## src/rtl/code_detector_pkg.sv

```systemverilog
// Shared types and constants for the colour-code lock detector.
package code_detector_pkg;

   localparam int STEP_W    = 3;
   localparam int NUM_STEPS = 4;

   // Steps in order: red, blue, green, red ({R,G,B} per step, step 0 in the LSBs)
   localparam logic [STEP_W*NUM_STEPS-1:0] CODE_DEFAULT = 12'b100_010_001_100;

   typedef enum logic [2:0] {
      WAIT,
      START,
      S1,
      S2,
      S3,
      UNLOCK
   } state_t;

   typedef enum logic [1:0] {
      MATCH,
      NONE,
      WRONG
   } step_class_t;

   // Which code step a collecting state is waiting for.
   function automatic logic [1:0] step_index(input state_t s);
      case (s)
         START:   return 2'd0;
         S1:      return 2'd1;
         S2:      return 2'd2;
         S3:      return 2'd3;
         default: return 2'd0;
      endcase
   endfunction

   // State reached after a correct step.
   function automatic state_t step_advance(input state_t s);
      case (s)
         START:   return S1;
         S1:      return S2;
         S2:      return S3;
         S3:      return UNLOCK;
         default: return WAIT;
      endcase
   endfunction

endpackage

```

## src/rtl/code_detector_step_cmp.sv

```systemverilog
// Classifies one {R,G,B} button sample against the expected code step.
module code_detector_step_cmp
   import code_detector_pkg::*;
(
   input  logic [STEP_W-1:0] buttons,
   input  logic [STEP_W-1:0] expected,
   output step_class_t       step_class
);

   // An exact match wins even if the expected step is itself all-zero.
   always_comb begin
      step_class = WRONG;
      if (buttons == expected)
         step_class = MATCH;
      else if (buttons == '0)
         step_class = NONE;
   end

endmodule

```

## src/rtl/code_detector.sv

```systemverilog
// Four-step colour-code lock detector; U pulses for one cycle after a correct code.
// Optional macro CODE_DETECTOR_IDLE_HOLD_EN: idle (no button) cycles hold the current step.
module code_detector
   import code_detector_pkg::*;
#(
   parameter logic [STEP_W*NUM_STEPS-1:0] CODE = CODE_DEFAULT
)
(
   input  logic Clk,
   input  logic Rst,
   input  logic Start,
   input  logic Red,
   input  logic Green,
   input  logic Blue,
   output logic U
);

   state_t            state_reg;
   state_t            state_next;
   logic              u_reg;
   logic [STEP_W-1:0] code_steps [NUM_STEPS];
   logic [STEP_W-1:0] expected_step;
   step_class_t       step_class;

   generate
      for (genvar gi = 0; gi < NUM_STEPS; gi++) begin : g_steps
         assign code_steps[gi] = CODE[gi*STEP_W +: STEP_W];
      end
   endgenerate

   assign expected_step = code_steps[step_index(state_reg)];

   code_detector_step_cmp u_step_cmp (
      .buttons    ({Red, Green, Blue}),
      .expected   (expected_step),
      .step_class (step_class)
   );

   // Start overrides colour evaluation in every state, including UNLOCK.
   always_comb begin
      state_next = state_reg;
      if (Start) begin
         state_next = START;
      end else begin
         case (state_reg)
            WAIT:   state_next = WAIT;
            START, S1, S2, S3: begin
               case (step_class)
                  MATCH:   state_next = step_advance(state_reg);
`ifdef CODE_DETECTOR_IDLE_HOLD_EN
                  NONE:    state_next = state_reg;
`else
                  NONE:    state_next = WAIT;
`endif
                  default: state_next = WAIT;
               endcase
            end
            UNLOCK:  state_next = WAIT;
            default: state_next = WAIT;
         endcase
      end
   end

   // U is registered alongside the state so it equals (state_reg == UNLOCK) glitch-free.
   always_ff @(posedge Clk or negedge Rst) begin
      if (!Rst) begin
         state_reg <= WAIT;
         u_reg     <= 1'b0;
      end else begin
         state_reg <= state_next;
         u_reg     <= (state_next == UNLOCK);
      end
   end

   assign U = u_reg;

endmodule

```

## config.mk

```make
export PLATFORM = sky130hd
export DESIGN_NAME = code_detector
export DESIGN_NICKNAME = d
export VERILOG_FILES = /design/src/rtl/code_detector_pkg.sv /design/src/rtl/code_detector_step_cmp.sv /design/src/rtl/code_detector.sv
export SDC_FILE = /design/constraint.sdc
export NUM_CORES = 1
export LEC_CHECK = 0
export ABC_AREA = 1
export BUFFER_PORTS_ARGS = -buffer_cell sky130_fd_sc_hd__buf_2
export CAP_MARGIN = 30
export CORE_AREA = 3 3 40 42
export CTS_BUF_LIST = sky130_fd_sc_hd__clkbuf_16
export CTS_CLUSTER_DIAMETER = 30
export DETAILED_ROUTE_END_ITERATION = 16
export DIE_AREA = 0 0 43 45
export PLACE_DENSITY_LB_ADDON = 0.05
export SYNTH_ARGS = -nofsm -noshare
export SYNTH_HDL_FRONTEND = slang
export SYNTH_SLANG_ARGS = --single-unit
```

## constraint.sdc

```tcl
create_clock -name Clk -period 1.45 [get_ports Clk]
set_input_delay 0.2175 -clock Clk [delete_from_list [all_inputs] [get_ports Clk]]
set_output_delay 0.2175 -clock Clk [all_outputs]
set_load 0.01 [all_outputs]
```

* After elaboration in Yosys (flattened, before gate mapping) *
Cells that the tools add are included.

storage, ports and cells
  flip-flop bits (word level) = 4
  bits in latches = 0
  RAM bits = 0
  ROM bits = 0
  bits of input ports = 6
  output and inout bits = 1
  logic and storage cells = 23
  memories kept = 0

cells by class
  add/sub/neg operators = 0
  multiply operators = 0
  divide/modulo/power cells = 0
  magnitude comparators = 1
  equal/unequal tests = 6
  shifts and indexed selects = 0
  muxes and demuxes = 10
  bitwise operators = 1
  reduce and logical (&&, ||, !) cells = 3

operators with widths
  operator                                                          count
  3-bit 2-to-1 mux                                                  5
  3-bit case mux with 4 select lines                                1
  3-bit binary-select mux with 2-bit select                         1
  3-bit by 2-bit == test with 1-bit output (second input constant)  2
  3-bit == test (second input constant)                             2
  2-bit case mux with 3 select lines                                1
  2-bit 2-to-1 mux                                                  2
  4-bit OR reduction                                                1
  3-bit by 1-bit == test with 1-bit output (second input constant)  1
  3-bit == test                                                     1
  3-bit >= comparator (second input constant)                       1
  3-bit logical NOT                                                 1
  2-bit inverter with 3-bit output                                  1
  2-bit logical NOT                                                 1

* Depth between registers and ports, before layout *
  word-level depth = 13
  mapped depth = 7
  gate-level depth less buffers = 7

* Modules after synthesis *
Synthesis repeated with hierarchy kept, for this count alone.

unflattened totals
  cell total of the unflattened synthesis = 48
  area, all modules = 307.8 µm²

by module, submodules not included
  module                  instances  cells an instance  area each (µm²)  sequential area each (µm²)
  code_detector           1          30                 232.7            100.1
  code_detector_step_cmp  1          18                 75.1             0.0

* Least setup slack after synthesis *
No wires, ideal clock.

  path type = reg-to-reg
  from = register state_reg[2]
  to = register u_reg (netlist: U)
  setup time = 73 ps
  data arrival time = 981 ps
  required time = 1,377 ps
  setup slack = 396 ps
  cell stages (with the launch flop) = 8
  buffers on the path = 0
  period minus slack after synthesis = 1,054 ps
  path through = dfrtp_1 > inv_2 > nand3_1 > nand2_1 > nand2_2 > nor2_4 > nand3_2 > a21oi_2

between the ends
  cells in the longest elaborated chain, start to end = 13
  elaborated cells on any way between the ends = 18
  those cells by class = eq/ne (6); mux (9); bitwise (1); reduce/logical (2)

ends and longest elaborated chain
  what                                                                       RTL line                                                               text
  start, declared                                                            code_detector.sv:18                                                    state_t state_reg;
  start signal, assigned                                                     code_detector.sv:70                                                    state_reg <= state_next;
  3-bit == test or 3-bit by 2-bit == test with 1-bit output (tied branches)  code_detector_pkg.sv:27, code_detector_pkg.sv:38, code_detector.sv:45
  2-bit case mux with 3 select lines                                         code_detector_pkg.sv:27                                                case (s)
  2-bit inverter with 3-bit output (implied by the code)                     code_detector.sv:31                                                    assign expected_step = code_steps[step_index(state_reg)];
  3-bit binary-select mux with 2-bit select                                  code_detector.sv:31
  3-bit 2-to-1 mux (implied by the code) (2 in a row)                        code_detector.sv:31
  3-bit == test                                                              code_detector_step_cmp.sv:13                                           if (buttons == expected)
  2-bit 2-to-1 mux                                                           code_detector_step_cmp.sv:13
  2-bit logical NOT                                                          code_detector.sv:48                                                    case (step_class)
  3-bit 2-to-1 mux                                                           code_detector.sv:48
  3-bit 2-to-1 mux (*)                                                       code_detector.sv:45                                                    case (state_reg)
  3-bit 2-to-1 mux (*)                                                       code_detector.sv:42                                                    if (Start) begin
  3-bit == test (*)                                                          code_detector.sv:71                                                    u_reg <= (state_next == UNLOCK);
  end signal, assigned                                                       code_detector.sv:71
  end, declared                                                              code_detector.sv:20                                                    logic u_reg;

Mark *: on every way between the ends. The rest lies on a longest branch, timed or not. The select of a mux whose other input is x is not followed.

* Final worst setup path *
Same ends and word-level chain as after synthesis.

==> results.cfg <==
[floorplan]
die_x_um = 43
start_util_pct = 22.5
ios = 7
die_h_um = 45
die-area_um2 = 1940
rows = 13
coreArea_um2 = 1280

[logic_synthesis]
avgSynthCellArea_um2 = 7.23
synth_cells = 40
yosysWarnings = 0
ys_types = 14
syn_area_um2 = 289
yosys_register_bits = 4
seq_area_frac_synth_pct = 34.6
postSynthNetCount = 46

[power]
peakVddDrop_v = 0.00135
pwr_density_cell_nw_per_um2 = 1370
fin_total_pwr_w = 0.000578
leakage_nw = 0.217

[worst_hold_path]
hold_path_depth = 2
min_to = state_reg[1]$_DFF_PN0_
hold_start = Start
hold_class = input port to flop

[finish]
diodes = 0
drive_above_1_share_pct = 42.0
nFillCells = 142
largest_register_ffs = 3
finalInstanceArea_um2 = 423
area_growth_pct = 46.3
layout.nets = 58

[detailed_routing]
met2_length_um = 287
drtIter0Drc = 3
drtAntennaViolNets = 0
vias = 263
avgViaCountPerCell = 4.05
wirelength_um = 578
remaining_drc_errors = 0
top_layer = met3
wl_met3_um = 31
dr.pass1.iters = 2
wl_met1_um = 260
wl_per_cell_um = 8.89

[setup_path]
r2r-start = state_reg[2]$_DFF_PN0_
reg2reg_slack_ns = 0.30
cp_data_arrival_time_ns = 1.29
critPathMaxFanout = 5
r2r_cells = 7
reg2reg_to = U$_DFF_PN0_
startpoint_type = flop
critical_path_class = flop to flop
crit_path_end_kind = flop
cp.required_ns = 1.60

[timing]
period_share_pct = 79.0
setup_viol = 0
drv_slew = 0
fmax_mhz = 873
relSlewSlack_pct = 88.3
worst_slack_ns = 0.304
tns_ns = 0
tightest_slew_ns = 0.176
fin_skew_ns = 0.00361
grt_setup_unrepaired = no
finalHoldViolCount = 0
timing.final.crit_period_ns = 1.15
hold_slack_ns = 0.189

[place]
placed_area_um2 = 338
dp_slack_ns = 0.297
routabilityCongestion = 0.659
dp_hpwl_um = 491
numPortBuffers = 6

[grt]
grtUsageTotal_pct = 8.26
grt_pass1_wl_mm = 1.17
antenna_found_initial = 0
grt_overflow = 0
first_global_vias = 290
grt_max_degree = 6

[clocking]
htree_levels = 1
cts-root-buf = clkbuf_16
clk_pin_slew_ns = 0.03
clock_path_buffers = 2
cts_made_buffers = 3
clock_latency_ns = 0.22
postCtsSetupBuffers = 0
cts_tree = built
clkSinkCount = 4

[status]
status = completed

[flow_run]
cap_violations = 0
[through the flow]
stage          utilization (%)  cells
5_1_grt                   32.9     65
2_1_floorplan                -     40
4_1_cts                   32.9     65
3_3_place_gp              26.3     61
6_report                  32.9     65
3_5_place_dp              26.3     61
[routing by layer]
metal,global-route usage [%],vias to the layer above
li1,-,144
met1,10.2,114
met2,12.3,5
met3,5.18,0
met4,1.81,0
met5,0,-
[placed cells by master, fill, tap and decap left out]
| cell type | n |
|---|---|
| nand2_1 | 10 |
| inv_1 | 6 |
| buf_2 | 6 |
| dfrtp_1 | 4 |
| nand3_1 | 4 |
| nand2_2 | 4 |
| clkbuf_16 | 3 |
| inv_2 | 2 |
| nor2_1 | 2 |
| nand3_2 | 2 |
| nor2_2 | 1 |
| nor2_4 | 1 |
| o21bai_1 | 1 |
| nor3_2 | 1 |
| a21oi_1 | 1 |
| a21oi_2 | 1 |
| dlygate4sd3_1 | 1 |
[synthesized netlist by cell type (all sizes together)]
cell type	number	share of area, %
o21bai	1	2.6
a21oi	2	4.8
nand3	6	14
nor3	1	3.5
dfrtp	4	35
inv	8	10
nor2	4	8.7
nand2	14	22
[kinds of logic (layout without fill, tap and decap cells)]
group	Yosys count	after routing	share of synthesized area, %
flops	4	4	34.6
compound gates	3	3	7.36
simple gates	25	25	47.6
buf+inv	8	18	10.4
[power breakdown]
part / internal (W) / leakage [nW] / switching, W / total (W)
Sequential: 0.000114 / 0.0534 / 0.00000264 / 0.000117
Combinational: 0.0000155 / 0.126 / 0.0000220 / 0.0000374
Clock: 0.000352 / 0.0370 / 0.0000719 / 0.000424
[cell type report]
type	count	area, um^2	area share, %
clock buffer	3	75.1	17.8
inverter	8	30.0	7.10
multi-input combinational	28	159	37.6
sequential	4	100	23.7
tap	15	18.8	4.44
timing repair buffer	7	40.0	9.47
[critical path, cell delays in order, from the launching register on]
cell	delay [ns]
dfrtp_1	0.42
inv_2	0.09
nand3_1	0.09
nand2_1	0.09
nand2_2	0.06
nor2_4	0.11
nand3_2	0.09
a21oi_2	0.12
[how the worst max path moves through the flow]
stage | to | slack, ns | cells after the start | start
2_1_floorplan | U$_DFF_PN0_ | 0.40 | 7 | state_reg[2]$_DFF_PN0_
3_3_place_gp | state_reg[1]$_DFF_PN0_ | 0.29 | 7 | state_reg[2]$_DFF_PN0_
3_5_place_dp | U$_DFF_PN0_ | 0.30 | 7 | state_reg[2]$_DFF_PN0_
4_1_cts | U$_DFF_PN0_ | 0.29 | 7 | state_reg[2]$_DFF_PN0_
5_1_grt | U$_DFF_PN0_ | 0.20 | 7 | state_reg[2]$_DFF_PN0_
6_report | U$_DFF_PN0_ | 0.30 | 7 | state_reg[2]$_DFF_PN0_
[timing repair]
item	4_1_cts	5_1_grt
hold endpoints to repair	4	0
hold buffers	1	0
setup endpoints to repair	0	0
gates resized for setup	0	0
No activity file was read; power rests on OpenSTA's default activity.
